`config.mk`:
```
export PLATFORM = sky130hd
export DESIGN_NAME = keypad_scanner
export DESIGN_NICKNAME = d
export VERILOG_FILES = /design/src/rtl/keypad_pkg.sv /design/src/rtl/keypad_row_driver.sv /design/src/rtl/keypad_scanner.sv
export SDC_FILE = /design/constraint.sdc
export NUM_CORES = 1
export LEC_CHECK = 0
export ABC_CLOCK_PERIOD_IN_PS = 23600
export BUFFER_PORTS_ARGS = -buffer_cell sky130_fd_sc_hd__buf_2
export CAP_MARGIN = 20
export CORE_MARGIN = 10
export CORE_UTILIZATION = 45
export CTS_BUF_LIST = sky130_fd_sc_hd__clkbuf_8
export DETAILED_ROUTE_END_ITERATION = 8
export MAX_ROUTING_LAYER = met4
export PLACE_DENSITY_LB_ADDON = 0.15
export SLEW_MARGIN = 20
export SYNTH_ARGS = -nofsm -noshare
export SYNTH_HDL_FRONTEND = slang
export SYNTH_SLANG_ARGS = --single-unit
```
`constraint.sdc`:
```
create_clock -name clk -period 23.6 [get_ports clk]
set_clock_uncertainty 0.05 [all_clocks]
set_input_delay 7.08 -clock clk [delete_from_list [all_inputs] [get_ports clk]]
set_output_delay 7.08 -clock clk [all_outputs]
set_load 0.005 [all_outputs]
```
`src/rtl/keypad_pkg.sv`:
```
// Shared constants and types for the 4x4 keypad front end.
// KEYMAP is indexed by frame bit (row*COLS + col).
package keypad_pkg;

    localparam int ROWS = 4;
    localparam int COLS = 4;
    localparam int KEYS = ROWS * COLS;

    typedef enum logic [1:0] {
        IDLE,
        DEBOUNCE,
        HELD,
        RELEASE
    } state_e;

    typedef enum logic [1:0] {
        FRAME_NONE,
        FRAME_SINGLE,
        FRAME_MULTI
    } frame_class_e;

    // Board layout: 1 2 3 A / 4 5 6 B / 7 8 9 C / E 0 F D
    localparam logic [3:0] KEYMAP [KEYS] = '{
        4'h1, 4'h2, 4'h3, 4'hA,
        4'h4, 4'h5, 4'h6, 4'hB,
        4'h7, 4'h8, 4'h9, 4'hC,
        4'hE, 4'h0, 4'hF, 4'hD
    };

endpackage

```
`src/rtl/keypad_row_driver.sv`:
```
// Column synchronizer, scan divider and one-hot-low row rotation.
// Strobes mark the last cycle of each row slot and of each full frame.
module keypad_row_driver
    import keypad_pkg::*;
#(
    parameter int SCAN_DIV = 100_000
) (
    input  logic                    clk,
    input  logic                    rst_n,
    input  logic [COLS-1:0]         col_n,
    output logic [ROWS-1:0]         row_n,
    output logic [COLS-1:0]         col_sync,
    output logic                    sample,
    output logic [$clog2(ROWS)-1:0] row_idx,
    output logic                    frame_end
);

    localparam int DIV_W = $clog2(SCAN_DIV);

    logic [DIV_W-1:0] div_cnt;
    logic [COLS-1:0]  col_meta;

    always_ff @(posedge clk or negedge rst_n) begin
        if (!rst_n) begin
            col_meta <= '1;
            col_sync <= '1;
            div_cnt  <= '0;
            row_idx  <= '0;
            row_n    <= 4'b1110;
        end else begin
            col_meta <= col_n;
            col_sync <= col_meta;
            if (sample) begin
                div_cnt <= '0;
                row_idx <= row_idx + 2'd1;
                row_n   <= {row_n[ROWS-2:0], row_n[ROWS-1]};
            end else begin
                div_cnt <= div_cnt + DIV_W'(1);
            end
        end
    end

    // Sampling on the slot's last cycle leaves the synchronizer time to settle after the row switch.
    assign sample    = (div_cnt == DIV_W'(SCAN_DIV - 1));
    assign frame_end = sample && (row_idx == 2'd3);

endmodule

```
`src/rtl/keypad_scanner.sv`:
```
// 4x4 keypad scanner: builds a 16-bit frame per scan, classifies it and debounces
// single-key presses into one keyboard_en pulse per accepted key.
module keypad_scanner
    import keypad_pkg::*;
#(
    parameter int SCAN_DIV        = 100_000,
    parameter int DEBOUNCE_FRAMES = 4
) (
    input  logic       clk,
    input  logic       rst_n,
    input  logic [3:0] col_n,
    output logic [3:0] row_n,
    output logic       keyboard_en,
    output logic [3:0] keyboard_num,
    output logic       key_down
);

    localparam logic [3:0] CNT_MAX = 4'(DEBOUNCE_FRAMES);

    logic [COLS-1:0]         col_sync;
    logic                    sample;
    logic [$clog2(ROWS)-1:0] row_idx;
    logic                    frame_end;

    keypad_row_driver #(.SCAN_DIV(SCAN_DIV)) u_row_driver (
        .clk       (clk),
        .rst_n     (rst_n),
        .col_n     (col_n),
        .row_n     (row_n),
        .col_sync  (col_sync),
        .sample    (sample),
        .row_idx   (row_idx),
        .frame_end (frame_end)
    );

    logic [KEYS-1:0] frame;
    logic [KEYS-1:0] frame_now;
    logic [4:0]      n_bits;
    logic [3:0]      hit_idx;
    logic [3:0]      code;
    frame_class_e    cls;
    state_e          state;
    logic [3:0]      cnt;
    logic [3:0]      cand;

    // frame_now merges the row being sampled so classification sees the complete frame at frame_end.
    always_comb begin
        frame_now = frame;
        frame_now[{row_idx, 2'b00} +: COLS] = ~col_sync;
    end

    always_comb begin
        n_bits  = '0;
        hit_idx = '0;
        for (int i = 0; i < KEYS; i++) begin
            if (frame_now[i]) begin
                n_bits  = n_bits + 5'd1;
                hit_idx = 4'(i);
            end
        end
        if (n_bits == 5'd0)      cls = FRAME_NONE;
        else if (n_bits == 5'd1) cls = FRAME_SINGLE;
        else                     cls = FRAME_MULTI;
        code = KEYMAP[hit_idx];
    end

    always_ff @(posedge clk or negedge rst_n) begin
        if (!rst_n) begin
            frame <= '0;
        end else if (sample) begin
            frame <= frame_now;
        end
    end

    always_ff @(posedge clk or negedge rst_n) begin
        if (!rst_n) begin
            state        <= IDLE;
            cnt          <= '0;
            cand         <= '0;
            keyboard_en  <= 1'b0;
            keyboard_num <= 4'h0;
            key_down     <= 1'b0;
        end else begin
            keyboard_en <= 1'b0;
            if (frame_end) begin
                case (state)
                    IDLE: begin
                        if (cls == FRAME_SINGLE) begin
                            cand <= code;
                            if (CNT_MAX == 4'd1) begin
                                state        <= HELD;
                                cnt          <= '0;
                                keyboard_en  <= 1'b1;
                                keyboard_num <= code;
                                key_down     <= 1'b1;
                            end else begin
                                state <= DEBOUNCE;
                                cnt   <= 4'd1;
                            end
                        end
                    end
                    DEBOUNCE: begin
                        if (cls == FRAME_SINGLE && code == cand) begin
                            if (cnt + 4'd1 >= CNT_MAX) begin
                                state        <= HELD;
                                cnt          <= '0;
                                keyboard_en  <= 1'b1;
                                keyboard_num <= cand;
                                key_down     <= 1'b1;
                            end else begin
                                cnt <= cnt + 4'd1;
                            end
                        end else begin
                            state <= IDLE;
                            cnt   <= '0;
                        end
                    end
                    HELD: begin
                        // Extra keys or a continued hold never produce another event.
                        if (cls == FRAME_NONE) begin
                            if (CNT_MAX == 4'd1) begin
                                state    <= IDLE;
                                cnt      <= '0;
                                key_down <= 1'b0;
                            end else begin
                                state <= RELEASE;
                                cnt   <= 4'd1;
                            end
                        end
                    end
                    RELEASE: begin
                        if (cls == FRAME_NONE) begin
                            if (cnt + 4'd1 >= CNT_MAX) begin
                                state    <= IDLE;
                                cnt      <= '0;
                                key_down <= 1'b0;
                            end else begin
                                cnt <= cnt + 4'd1;
                            end
                        end else begin
                            state <= HELD;
                            cnt   <= '0;
                        end
                    end
                    default: begin
                        state <= IDLE;
                        cnt   <= '0;
                    end
                endcase
            end
        end
    end

endmodule
```
Word-level counts from Yosys, hierarchy flattened
Memories as Yosys holds them, arrays and structs flattened.
Cells that the tools add are included.

operators by class
  add/subtract/negate cells = 19
  $lt $le $gt $ge = 2
  equal/unequal tests = 16
  shift operators = 2
  mux-type cells = 59
  bitwise logic cells = 2
  reductions and logical operators = 11

operators by type and width
  kind                      number
  $mux W4                   21
  $add A5 B1 Y5 const B     15
  $mux W5                   15
  $add A17 B1 Y17 const B   1
  $eq A17 B17 Y1 const B    1
  $mux W17                  1
  $bwmux W16                1
  $mux W2                   8
  $pmux W4 S4               1
  $shift A4 B6 Y16 const A  1
  $shiftx A4 B6 Y16         1
  $ne A2 B2 Y1 const B      6
  $mux W1                   10
  $pmux W2 S4               1
  $eq A2 B2 Y1 const B      3
  $ne A3 B3 Y1 const B      2
  $neg A4 Y6                1
  $reduce_and A3 Y1         2
  $reduce_and A6 Y1         1
  $eq A5 B1 Y1 const B      1
  $ge A5 B5 Y1 const B      1
  $logic_not A5 Y1          1
  $not A4 Y5                1
  $reduce_and A5 Y1         1
  other kinds (11)          14

storage, ports and cells
  flip-flop bits (word level) = 63
  ROM bits = 64
  input bits = 6
  output and inout bits = 10
  logic and storage cells = 124
  memories = 1

memory list
  memory            words  bits a word  rd ports  clocked after memory_dff  write ports  line                  source
  (name not given)  16     4            1         0                         0            keypad_scanner.sv:64  code = KEYMAP[hit_idx];

Logic depth before layout (Yosys ltp)
  depth after elaboration = 42
  gate-level depth with buffers = 55
  gate-level depth less buffers = 54

Hierarchy
From an unflattened synthesis, not the netlist that was laid out.

unflattened totals
  cell total of the unflattened synthesis = 566
  area, all modules = 5059.9 µm²

modules (own cells, without submodules)
  module             times used  cells each  area each (µm²)  sequential area each (µm²)
  keypad_scanner     1           467         3778.6           800.8
  keypad_row_driver  1           99          1281.2           789.5

Least setup slack after synthesis
OpenSTA, ideal clock, no wires.

  kind = register -> register
  start point = reg u_row_driver.row_idx[0]
  end point = reg cand[0]
  setup time = 0.125 ns
  arrival = 10.269 ns
  data required time = 23.425 ns
  setup slack = 13.156 ns
  cell stages (with the launch flop) = 54
  path through = dfrtp_1 -> buf_6 -> inv_1 -> ha_1 -> nor4b_1 -> nor2_1 -> ha_1 -> inv_1 -> a21oi_4 -> nor2_1 -> ha_1 -> a21o_1 -> o211ai_1 -> inv_1 -> ha_1 -> and3b_1 -> a31oi_1 -> nand2_1 -> (+18 left out) -> a21o_1 -> ha_1 -> nor2_1 -> nor2_1 -> ha_1 -> nand2_1 -> o31ai_1 -> ha_1 -> a21oi_1 -> o31ai_1 -> ha_1 -> nand2_1 -> nand2_1 -> ha_1 -> nor4_4 -> mux2i_4 -> or4b_4 -> mux2_4

on the way
  word-level cells in the longest chain between the ends = 39

RTL lines
  what                                                          line                     source
  start, declared                                               keypad_row_driver.sv:14  output logic [$clog2(ROWS)-1:0] row_idx,
  start signal, assigned                                        keypad_row_driver.sv:35  row_idx <= row_idx + 2'd1;
  $neg A4 Y6                                                    keypad_scanner.sv:49     frame_now[{row_idx, 2'b00} +: COLS] = ~col_sync;
  $shiftx A4 B6 Y16 / $shift A4 B6 Y16 (equally long branches)  keypad_scanner.sv:49
  $bwmux W16                                                    keypad_scanner.sv:49
  $mux W1                                                       keypad_scanner.sv:56     if (frame_now[i]) begin
  $add A5 B1 Y5                                                 keypad_scanner.sv:57     n_bits = n_bits + 5'd1;
  $mux W5                                                       keypad_scanner.sv:56
  $add A5 B1 Y5                                                 keypad_scanner.sv:57
  $mux W5                                                       keypad_scanner.sv:56
  (+23 left out)                                                --
  $mux W5                                                       keypad_scanner.sv:56
  $add A5 B1 Y5                                                 keypad_scanner.sv:57
  $mux W5                                                       keypad_scanner.sv:56
  $eq A5 B1 Y1                                                  keypad_scanner.sv:62     else if (n_bits == 5'd1) cls = FRAME_SINGLE;
  $mux W2                                                       keypad_scanner.sv:62
  $mux W2                                                       keypad_scanner.sv:61     if (n_bits == 5'd0) cls = FRAME_NONE;
  $eq A2 B1 Y1                                                  keypad_scanner.sv:88     if (cls == FRAME_SINGLE) begin
  $reduce_and A3 Y1 (no source line)                            --
  end signal, assigned                                          keypad_scanner.sv:89     cand <= code;
  end, declared                                                 keypad_scanner.sv:44     logic [3:0] cand;

Several ways; a longest one is shown, not always the timed one. The select of a mux whose other input is x is not followed.
A chain may end at the register's enable or synchronous reset.

Worst setup path in the final report
  start point = reg u_row_driver.row_idx[0]
  end point = reg cand[3]

Same word-level chain as after synthesis.

==> results.toml <==
[outcome]
status = "finished clean"

[hold_path]
min_path_cells = 0
min_from = "u_row_driver.col_meta[1]$_DFF_PN1_"
min_to = "u_row_driver.col_sync[1]$_DFF_PN1_"
hp-class = "reg -> reg"

[setup_path]
path_max_fanout = 14
start_kind = "register"
crit_path_frequent_cell = "ha_1"
setup.worst_path.class = "reg -> reg"
max_stage_delay_ns = 0.63
reg2reg_to = "cand[3]$_DFFE_PN0P_"
reg2reg_slack_ns = 11.73
critPathBufInv = 3
cp-end-kind = "register"
crit_arrival_ns = 12.05
rr_worst_depth = 52
critPathSlowestCell = "dfrtp_1"
critPathTopFamily = "adder cells"
r2r_start = "u_row_driver.row_idx[0]$_DFFE_PN0N_"
required_ns = 23.77

[sta]
fmax_mhz = 84.22
hold_violations = 0
fin_tns_setup_ns = 0
min_period_ns = 11.87
layout_setup_ws_ns = 11.73
setup_viol = 0
maxSlewViolCount = 0
slew_headroom_pct = 39.41
rsz0062_at_grt = "no"
fin_crit_sh_pct = 50.31
worst_pin_slew_ns = 0.9046

[clock_tree]
cts.sink_count = 63
cts-root-buf = "clkbuf_8"
clockBufferDepth = 2
ctsResizeCount = 0
clk_pin_slew_worst_paths_ns = 0.07
clk_latency_ns = 0.33
cts_tree = "built"
cts_buffers = 9
cts_setup_buffers = 0
htree_levels = 3
cts_hold_buf = 0

[pwr]
power.density_mw_per_mm2 = 44.25
p_leak_nw = 2.312
vdd_ir_drop_max_mv = 0.04408

[synthesis]
async_flop_share_pct = 100.0
ys_ff_latch = 63
ys.flop_type = "dfrtp_1"
yosysWarnings = 0
syn_avg_cell_area_um2 = 9.537
synthCells = 524
ys_seq_area_share_pct = 31.82
syn_nets = 554
synth_edf_count = 0
synth_cell_types = 83
synth_area_mm2 = 0.004997

[place]
pre_cts_ws_ns = 11.79
hpwl_um = 7572
numPortBuffers = 15
gp_congestion = 0.8838
dp.cells = 668

[global_routing]
grt_remaining_overflow = 0
grt_pass1_wl_um = 17350
grt_pass1_vias = 3579
antenna_found_initial = 0
grt_max_degree = 64
grt_usage_pct = 13.19

[floorplan]
dieArea_mm2 = 0.01572
fp.dieW_um = 125.4
dieHeight_um = 125.4
initial_core_util_pct = 46.10
io_pins = 16
core_area_mm2 = 0.01084
num_rows = 38

[drt]
antenna_left = 0
vias = 3750
via_per_inst = 5.482
wirelength_um = 9921
wire_per_inst_um = 14.50
drt-initial-drc-count = 218
firstDrtPassIters = 4
drcViolationCount = 0

[run]
maxCapViolCount = 0

[final_layout]
antennaDiodeCount = 0
drive_gt1_share_pct = 17.83
utilization_pct = 49.76
syn_to_final_growth_pct = 7.937
stdcell_count = 684
nNetsFinal = 569
n_fill_cell = 1014
-- flip-flops by register name, indices dropped and copies added, names as in the netlist --
name,flops
keyboard_en,1
u_row_driver.col_meta,4
u_row_driver.col_sync,4
key_down,1
u_row_driver.div_cnt,17
cnt,4
state,2
frame,16
u_row_driver.row_idx,2
u_row_driver.row_n,4
cand,4
keyboard_num,4
-- power breakdown --
group | switching (mW) | internal [mW] | leakage [nW]
clock | 0.0394 | 0.0503 | 0.106
sequential | 0.000871 | 0.109 | 0.827
combinational | 0.0222 | 0.0165 | 1.38
total | 0.0625 | 0.176 | 2.31
-- layout by cell type (no fill, tap or decap), types with 15 or more instances in the layout --
master   netlist  final
nand2_1       40     40
nand3_1       21     21
ha_1          24     24
dfrtp_1       52     52
xnor2_1       40     40
buf_2          1     15
nor2b_1       16     16
nor2_1        60     60
inv_1         14     17
a21oi_1       33     33
xor2_1        16     16
o21ai_0       17     17
-- kinds of logic (layout without fill, tap and decap cells) --
kind of cell               count (synthesis)  in the layout  synth area share (%)
and+or+nand+nor                          202            202                 21.96
AOI/OAI and AO/OA                        111            111                 16.02
xor gates and xnor gates                  70             70                 15.47
DFF                                       63             63                 31.82
buffers and inverters                     27             47                 2.353
muxes                                     26             26                 6.159
adders and majority gates                 25             25                 6.209
-- through the flow --
step / total power [mW] / area [um2] / hold WS [ns]
finish: 0.2387 / 5394 / 0.2999
global route: 0.2528 / 5394 / 0.3114
CTS: 0.2435 / 5394 / 0.3021
detailed placement: 0.1510 / 5202 / 0.2968
global placement: 0.1497 / 5202 / 0.2961
floorplan: 0.1422 / 4997 / 0.2952
-- cell type report --
cell class / instances / area [um2] / share of cell area (%)
clock buffer: 10 / 137.6 / 2.552
clock inverter: 6 / 53.80 / 0.9974
inverter: 14 / 52.55 / 0.9743
multi-input combinational: 434 / 3294 / 61.08
sequential: 63 / 1590 / 29.48
tap: 140 / 175.2 / 3.248
timing repair buffer: 17 / 90.09 / 1.670
-- cell usage after synthesis, types with 5 or more instances --
| cell | count | area (um2) |
|---|---|---|
| nor2_1 | 60 | 225.2 |
| dfrtp_1 | 52 | 1301 |
| nand2_1 | 40 | 150.1 |
| xnor2_1 | 40 | 350.3 |
| a21oi_1 | 33 | 165.2 |
| ha_1 | 24 | 300.3 |
| nand3_1 | 21 | 105.1 |
| o21ai_0 | 17 | 85.08 |
| nor2b_1 | 16 | 100.1 |
| xor2_1 | 16 | 140.1 |
| inv_1 | 14 | 52.55 |
| dfstp_2 | 11 | 289.0 |
| mux2_2 | 11 | 123.9 |
| clkbuf_1 | 9 | 33.78 |
| mux2i_1 | 9 | 90.09 |
| nand4_1 | 8 | 50.05 |
| nor3_1 | 8 | 40.04 |
| a31oi_1 | 6 | 37.54 |
| nand2b_1 | 6 | 37.54 |
| xnor2_2 | 6 | 97.59 |
| a21o_1 | 5 | 37.54 |
| and3_1 | 5 | 31.28 |
| o22ai_1 | 5 | 31.28 |
| o31ai_1 | 5 | 37.54 |
| or3_1 | 5 | 31.28 |
-- layer usage --
layer  share of wire (%)  track usage, %
met5                   0               -
met3                 2.7           2.619
met1                  51           17.70
met4                0.99           4.065
met2                  45           19.50
-- how the worst max path moves through the flow --
stage	from	endpoint	cells past startpoint
after floorplan	u_row_driver.row_idx[0]$_DFFE_PN0N_	cand[0]$_DFFE_PN0P_	53
after global placement	u_row_driver.row_idx[0]$_DFFE_PN0N_	cand[0]$_DFFE_PN0P_	52
after detailed placement	u_row_driver.row_idx[0]$_DFFE_PN0N_	keyboard_num[1]$_DFFE_PN0P_	52
after CTS	u_row_driver.row_idx[0]$_DFFE_PN0N_	keyboard_num[1]$_DFFE_PN0P_	52
after global routing	u_row_driver.row_idx[0]$_DFFE_PN0N_	keyboard_num[1]$_DFFE_PN0P_	52
final	u_row_driver.row_idx[0]$_DFFE_PN0N_	cand[3]$_DFFE_PN0P_	52
-- worst register-to-register path: cells and delay by family, from the launching register on --
family / cells / cell delay, ns
flip-flops: 1 / 0.63
multiplexers: 2 / 0.49
AND/OR/NAND/NOR: 19 / 3.10
adder cells (fa/ha/maj): 15 / 4.81
buffers and inverters: 3 / 0.38
AO/OA/AOI/OAI: 13 / 2.30
(Power assumes the default switching activity.)
